### config.mk
export PLATFORM = sky130hd
export DESIGN_NAME = mul_arbiter
export DESIGN_NICKNAME = d
export VERILOG_FILES = /design/src/rtl/mul_arbiter.sv
export SDC_FILE = /design/constraint.sdc
export NUM_CORES = 1
export LEC_CHECK = 0
export CAP_MARGIN = 20
export CORE_ASPECT_RATIO = 1.1
export CORE_MARGIN = 4
export CORE_UTILIZATION = 40
export CTS_CLUSTER_SIZE = 16
export DETAILED_ROUTE_END_ITERATION = 6
export PLACE_DENSITY = 0.89
export SLEW_MARGIN = 20
export SYNTH_ARGS = -nofsm -noshare
export SYNTH_HDL_FRONTEND = slang
export SYNTH_SLANG_ARGS = --single-unit
### constraint.sdc
create_clock -name clk -period 2.9 [get_ports clk]
set_input_delay 0.29 -clock clk [delete_from_list [all_inputs] [get_ports clk]]
set_output_delay 0.29 -clock clk [all_outputs]
set_load 0.05 [all_outputs]
### src/rtl/mul_arbiter.sv
// Purpose: round-robin arbiter sharing one 16-bit multiplier among N_REQ requesters.
// Latency: k+3 cycles from the IDLE sampling edge to out_Done (k = WAIT cycles up to the ready edge).
// Backpressure: one transaction at a time; requests are only sampled in IDLE, others simply wait.
//
// Ports:
//   clk, rst                   clock, asynchronous active-high reset
//   in_Req[N_REQ]              per-requester request level
//   in_A/in_B[16*N_REQ]        packed operands, requester i at [16i+15:16i]
//   out_Grant/out_Done[N_REQ]  one-hot owner / one-cycle completion pulse
//   out_Result[16]             latest product (0 after a timeout)
//   out_MulA/B, out_MulEn      operands and start strobe to the multiplier
//   in_MulOut, in_MulReady     product and product-valid from the multiplier
//   out_Busy, out_Err          FSM not idle / sticky timeout flag
module mul_arbiter #(
  parameter int N_REQ   = 4,
  parameter int TIMEOUT = 16
) (
  input  logic                 clk,
  input  logic                 rst,
  input  logic [N_REQ-1:0]     in_Req,
  input  logic [16*N_REQ-1:0]  in_A,
  input  logic [16*N_REQ-1:0]  in_B,
  output logic [N_REQ-1:0]     out_Grant,
  output logic [N_REQ-1:0]     out_Done,
  output logic [15:0]          out_Result,
  output logic [15:0]          out_MulA,
  output logic [15:0]          out_MulB,
  output logic                 out_MulEn,
  input  logic [15:0]          in_MulOut,
  input  logic                 in_MulReady,
  output logic                 out_Busy,
  output logic                 out_Err
);

  localparam int IW = (N_REQ > 1) ? $clog2(N_REQ) : 1;
  localparam int CW = $clog2(TIMEOUT + 1);

  typedef enum logic [1:0] {IDLE, ISSUE, WAIT, DONE} state_t;

  state_t          state;
  logic [IW-1:0]   ptr;
  logic [IW-1:0]   win;
  logic [CW-1:0]   cnt;
  logic [IW-1:0]   pick;
  logic [15:0]     a_arr [N_REQ];
  logic [15:0]     b_arr [N_REQ];

  // Unpack the operand buses so the winner can be selected by index.
  for (genvar g = 0; g < N_REQ; g++) begin : g_unpack
    assign a_arr[g] = in_A[16*g +: 16];
    assign b_arr[g] = in_B[16*g +: 16];
  end

  // First requester at or after p, wrapping modulo N_REQ. The result is
  // only used when at least one request is pending.
  function automatic logic [IW-1:0] rr_pick(input logic [N_REQ-1:0] req,
                                            input logic [IW-1:0]    p);
    logic [IW-1:0] idx;
    logic [IW-1:0] res;
    logic          found;
    idx   = p;
    res   = p;
    found = 1'b0;
    for (int i = 0; i < N_REQ; i++) begin
      if (!found && req[idx]) begin
        res   = idx;
        found = 1'b1;
      end
      idx = (idx == IW'(N_REQ - 1)) ? '0 : idx + 1'b1;
    end
    return res;
  endfunction

  always_comb begin
    pick = rr_pick(in_Req, ptr);
  end

  always_ff @(posedge clk or posedge rst) begin
    if (rst) begin
      state      <= IDLE;
      ptr        <= '0;
      win        <= '0;
      cnt        <= '0;
      out_Grant  <= '0;
      out_Done   <= '0;
      out_Result <= '0;
      out_MulA   <= '0;
      out_MulB   <= '0;
      out_MulEn  <= 1'b0;
      out_Busy   <= 1'b0;
      out_Err    <= 1'b0;
    end else begin
      // Strobes default low so each is exactly one cycle wide.
      out_Done  <= '0;
      out_MulEn <= 1'b0;
      case (state)
        IDLE: begin
          if (|in_Req) begin
            win       <= pick;
            out_MulA  <= a_arr[pick];
            out_MulB  <= b_arr[pick];
            out_Grant <= {{(N_REQ-1){1'b0}}, 1'b1} << pick;
            out_MulEn <= 1'b1;
            out_Busy  <= 1'b1;
            state     <= ISSUE;
          end
        end
        ISSUE: begin
          cnt   <= '0;
          state <= WAIT;
        end
        WAIT: begin
          // Ready wins over a timeout landing on the same edge.
          if (in_MulReady) begin
            out_Result <= in_MulOut;
            out_Done   <= out_Grant;
            state      <= DONE;
          end else if (cnt == CW'(TIMEOUT - 1)) begin
            out_Err    <= 1'b1;
            out_Result <= 16'h0000;
            out_Done   <= out_Grant;
            state      <= DONE;
          end else begin
            cnt <= cnt + 1'b1;
          end
        end
        DONE: begin
          // The just-served requester drops to lowest priority.
          ptr       <= (win == IW'(N_REQ - 1)) ? '0 : win + 1'b1;
          cnt       <= '0;
          out_Grant <= '0;
          out_Busy  <= 1'b0;
          state     <= IDLE;
        end
        default: state <= IDLE;
      endcase
    end
  end

endmodule

==> out/metrics.json <==
{
  "placement_rows": 37,
  "clk_transition_reported_paths_ns": 0.08,
  "critPathSlowestCell": "mux4_2",
  "grt_start_max_net_pins": 43,
  "synth_top_area_cell": "dfrtp_1",
  "synth_compound_area_frac": 0.174,
  "routed-via-count": 3807,
  "crit_path_cells": "ha_4 -> mux4_2 -> o21ai_1 -> a32oi_1 -> o21ai_4 -> buf_12 -> mux2i_1 -> o221ai_1",
  "grt_overflow_total": 0,
  "fin_nets": 736,
  "placeableCoreArea_um2": 9490,
  "yosysMostFrequentCell": "dfrtp_1",
  "critPathKind": "reg2reg",
  "initial_standard_cell_utilization_of_the_core": 0.414,
  "critical-path-top-delay-family": "multiplexers",
  "period_share": 0.930,
  "report.final.slew_viol_count": 0,
  "first_global_vias": 3994,
  "antenna_found_initial": 0,
  "synthSimpleGateAreaFrac": 0.104,
  "ir_worst_vdd_mv": 1.07,
  "ys_async_rst_share": 1.00,
  "num_antenna_cells": 0,
  "layout_area_growth_over_synthesis_pct": 61.1,
  "slew-limit-headroom": 0.449,
  "synth_enable_flop_cells": 0,
  "syn-cell-area_um2": 3930,
  "r2r-start": "ptr[0]",
  "worst_ep_required_time_ns": 3.11,
  "globalplace.congestion": 0.934,
  "cellPowerDensity_nw_per_um2": 1270,
  "synth_cells": 371,
  "hpwl_mm": 9.89,
  "min_path_type": "in2async",
  "setup_violation_total_in_the_final_timing_report": 0,
  "timing.clock.skew_ns": 0.0129,
  "timing.critical_path.from_type": "flip-flop",
  "synth_xor_xnor_area_share": 0,
  "detail_route.wl_per_cell_um": 18.2,
  "route.final.wire_length_mm": 12.7,
  "p_total_mw": 8.03,
  "max-cap-violations": 0,
  "critPathBufInv": 1,
  "synth_top_area_frac": 0.446,
  "setup_repair_after_global_routing_missed_its_margin": "false",
  "tightest_slew_ns": 0.825,
  "layout_min_cycle_time_ns": 2.70,
  "num_io_pins": 210,
  "synth_seq_cells": 70,
  "die_area_um2": 11500,
  "first_pass_grt_wire_length_mm": 19.7,
  "tritoncts_clock_tree": "built",
  "worst_setup_path_end_kind": "flip-flop",
  "timing.final.hold_violations": 0,
  "setup_ws_ns": 0.202,
  "ant_nets": 0,
  "vias_per_cell": 5.45,
  "global_route.usage.total": 0.221,
  "port_buffers": 209,
  "largest_family_of_logic_cells_by_synthesized_area": "multiplexers",
  "synth.yosys.seq_area_share": 0.446,
  "timing.setup.tns_ns": 0,
  "ys.flop_type": "dfrtp_1",
  "dpl_worst_slack_ns": 0.0955,
  "synth_top_cells_by_count": "70 x dfrtp_1, 66 x mux2i_1, 51 x nand2_1",
  "synthesis.nets": 531,
  "fmax_ghz": 0.371,
  "yosys_warnings": 0,
  "setup.worst_path.start": "ptr[0]",
  "post_route_cells_drive_above_1_share": 0.0671,
  "insertion_delay_ns": 0.35,
  "post_synth_mux_area_share": 0.184,
  "clockRootBuffer": "clkbuf_8",
  "fp.dieH_um": 112,
  "clock_tree.htree_level_count": 3,
  "status": "completed",
  "ctsLongestPathBuffers": 2,
  "drt_first_pass_iters": 4,
  "synth.distinct_cells": 48,
  "critical_path_peak_fanout": 42,
  "worst-endpoint-arrival_ns": 2.91,
  "cts_post_setup_buffers_inserted": 0,
  "synth.avg_cell_area_um2": 10.6,
  "max_stage_delay_ns": 0.55,
  "die_w_um": 102,
  "synth_top_cells_by_area": "dfrtp_1 45%, mux2i_1 17%, o221ai_1 7.1%, nand2_1 4.9%, a22o_1 3.6%",
  "dr.first_iter.drc_count": 216,
  "total_cts_buffers": 9,
  "synth-adder-area-share": 0.0287,
  "drc": 0,
  "p_leak_nw": 2.77,
  "cts.sink_count": 70
}
## final timing paths
path	to	slack [ns]	cells past startpoint
setup / recovery	out_MulB[6]	0.20	8
max in group asynchronous	out_MulA[11]	1.79	3
setup reg to reg	out_MulB[6]	0.20	8
hold reg to reg	out_Err	0.48	1
min in group clk	out_Err	0.48	1
hold / removal	out_Result[13]	0.44	2
## per-stage QoR
step / instance area, µm² / util / instances / hold slack, ns
floorplan: 3930 / - / 371 / 0.423
global placement: 6130 / 0.645 / 682 / 0.456
detailed placement: 6130 / 0.645 / 682 / 0.470
CTS: 6310 / 0.665 / 698 / 0.457
global route: 6320 / 0.666 / 698 / 0.502
finish: 6320 / 0.666 / 698 / 0.436
## logic make-up after synthesis
group | count (synthesis)
AND/OR/NAND/NOR | 89
multiplexers | 70
AO/OA/AOI/OAI | 89
adder cells (fa/ha/maj) | 9
buffers and inverters | 44
flip-flops | 70
## placed cells by master (no fill, tap or decap), drive strengths merged, types with 3 or more instances in the layout
cell	netlist	final
nand2	51	51
o21ai	22	22
a22o	16	16
clkdlybuf4s50	0	209
nor2	12	12
nand3	3	3
mux2	3	3
mux2i	66	66
dfrtp	70	70
nor3	7	7
ha	9	9
a21oi	3	3
clkbuf	10	13
o221ai	32	32
inv	17	17
or3	3	3
buf	17	12
## what timing repair did
item,CTS,global route
setup endpoints to repair,0,24
endpoints found under the hold margin,0,0
hold buffers,0,0
gates resized for setup,0,2
## power by group
| part | total [mW] | switching, mW | internal, mW |
|---|---|---|---|
| Clock | 0.747 | 0.369 | 0.379 |
| Sequential | 1.68 | 0.260 | 1.42 |
| Combinational | 5.61 | 3.31 | 2.30 |
## state kept, by name (all words and copies together) (netlist names), 2 cells and up
name,flops
cnt,5
out_Grant,4
win,2
out_Result,16
state,2
out_MulB,16
out_Done,4
ptr,2
out_MulA,16
## layer usage
metal | vias up | part of all wire | global-route usage
li1 | 1786 | - | -
met1 | 1805 | 0.37 | 0.247
met2 | 184 | 0.52 | 0.386
met3 | 32 | 0.074 | 0.0539
met4 | 0 | 0.036 | 0.107
met5 | - | 0 | 0
## layout make-up
| type | instances | area, µm² |
|---|---|---|
| Tap cell | 117 | 146 |
| Clock buffer | 13 | 169 |
| Fill cell | 717 | 3170 |
| Inverter | 17 | 63.8 |
| Sequential cell | 70 | 1750 |
| Multi-Input combinational cell | 257 | 1940 |
| Clock inverter | 3 | 17.5 |
| Timing Repair Buffer | 221 | 2230 |
Power figures use the tool's default switching activity.
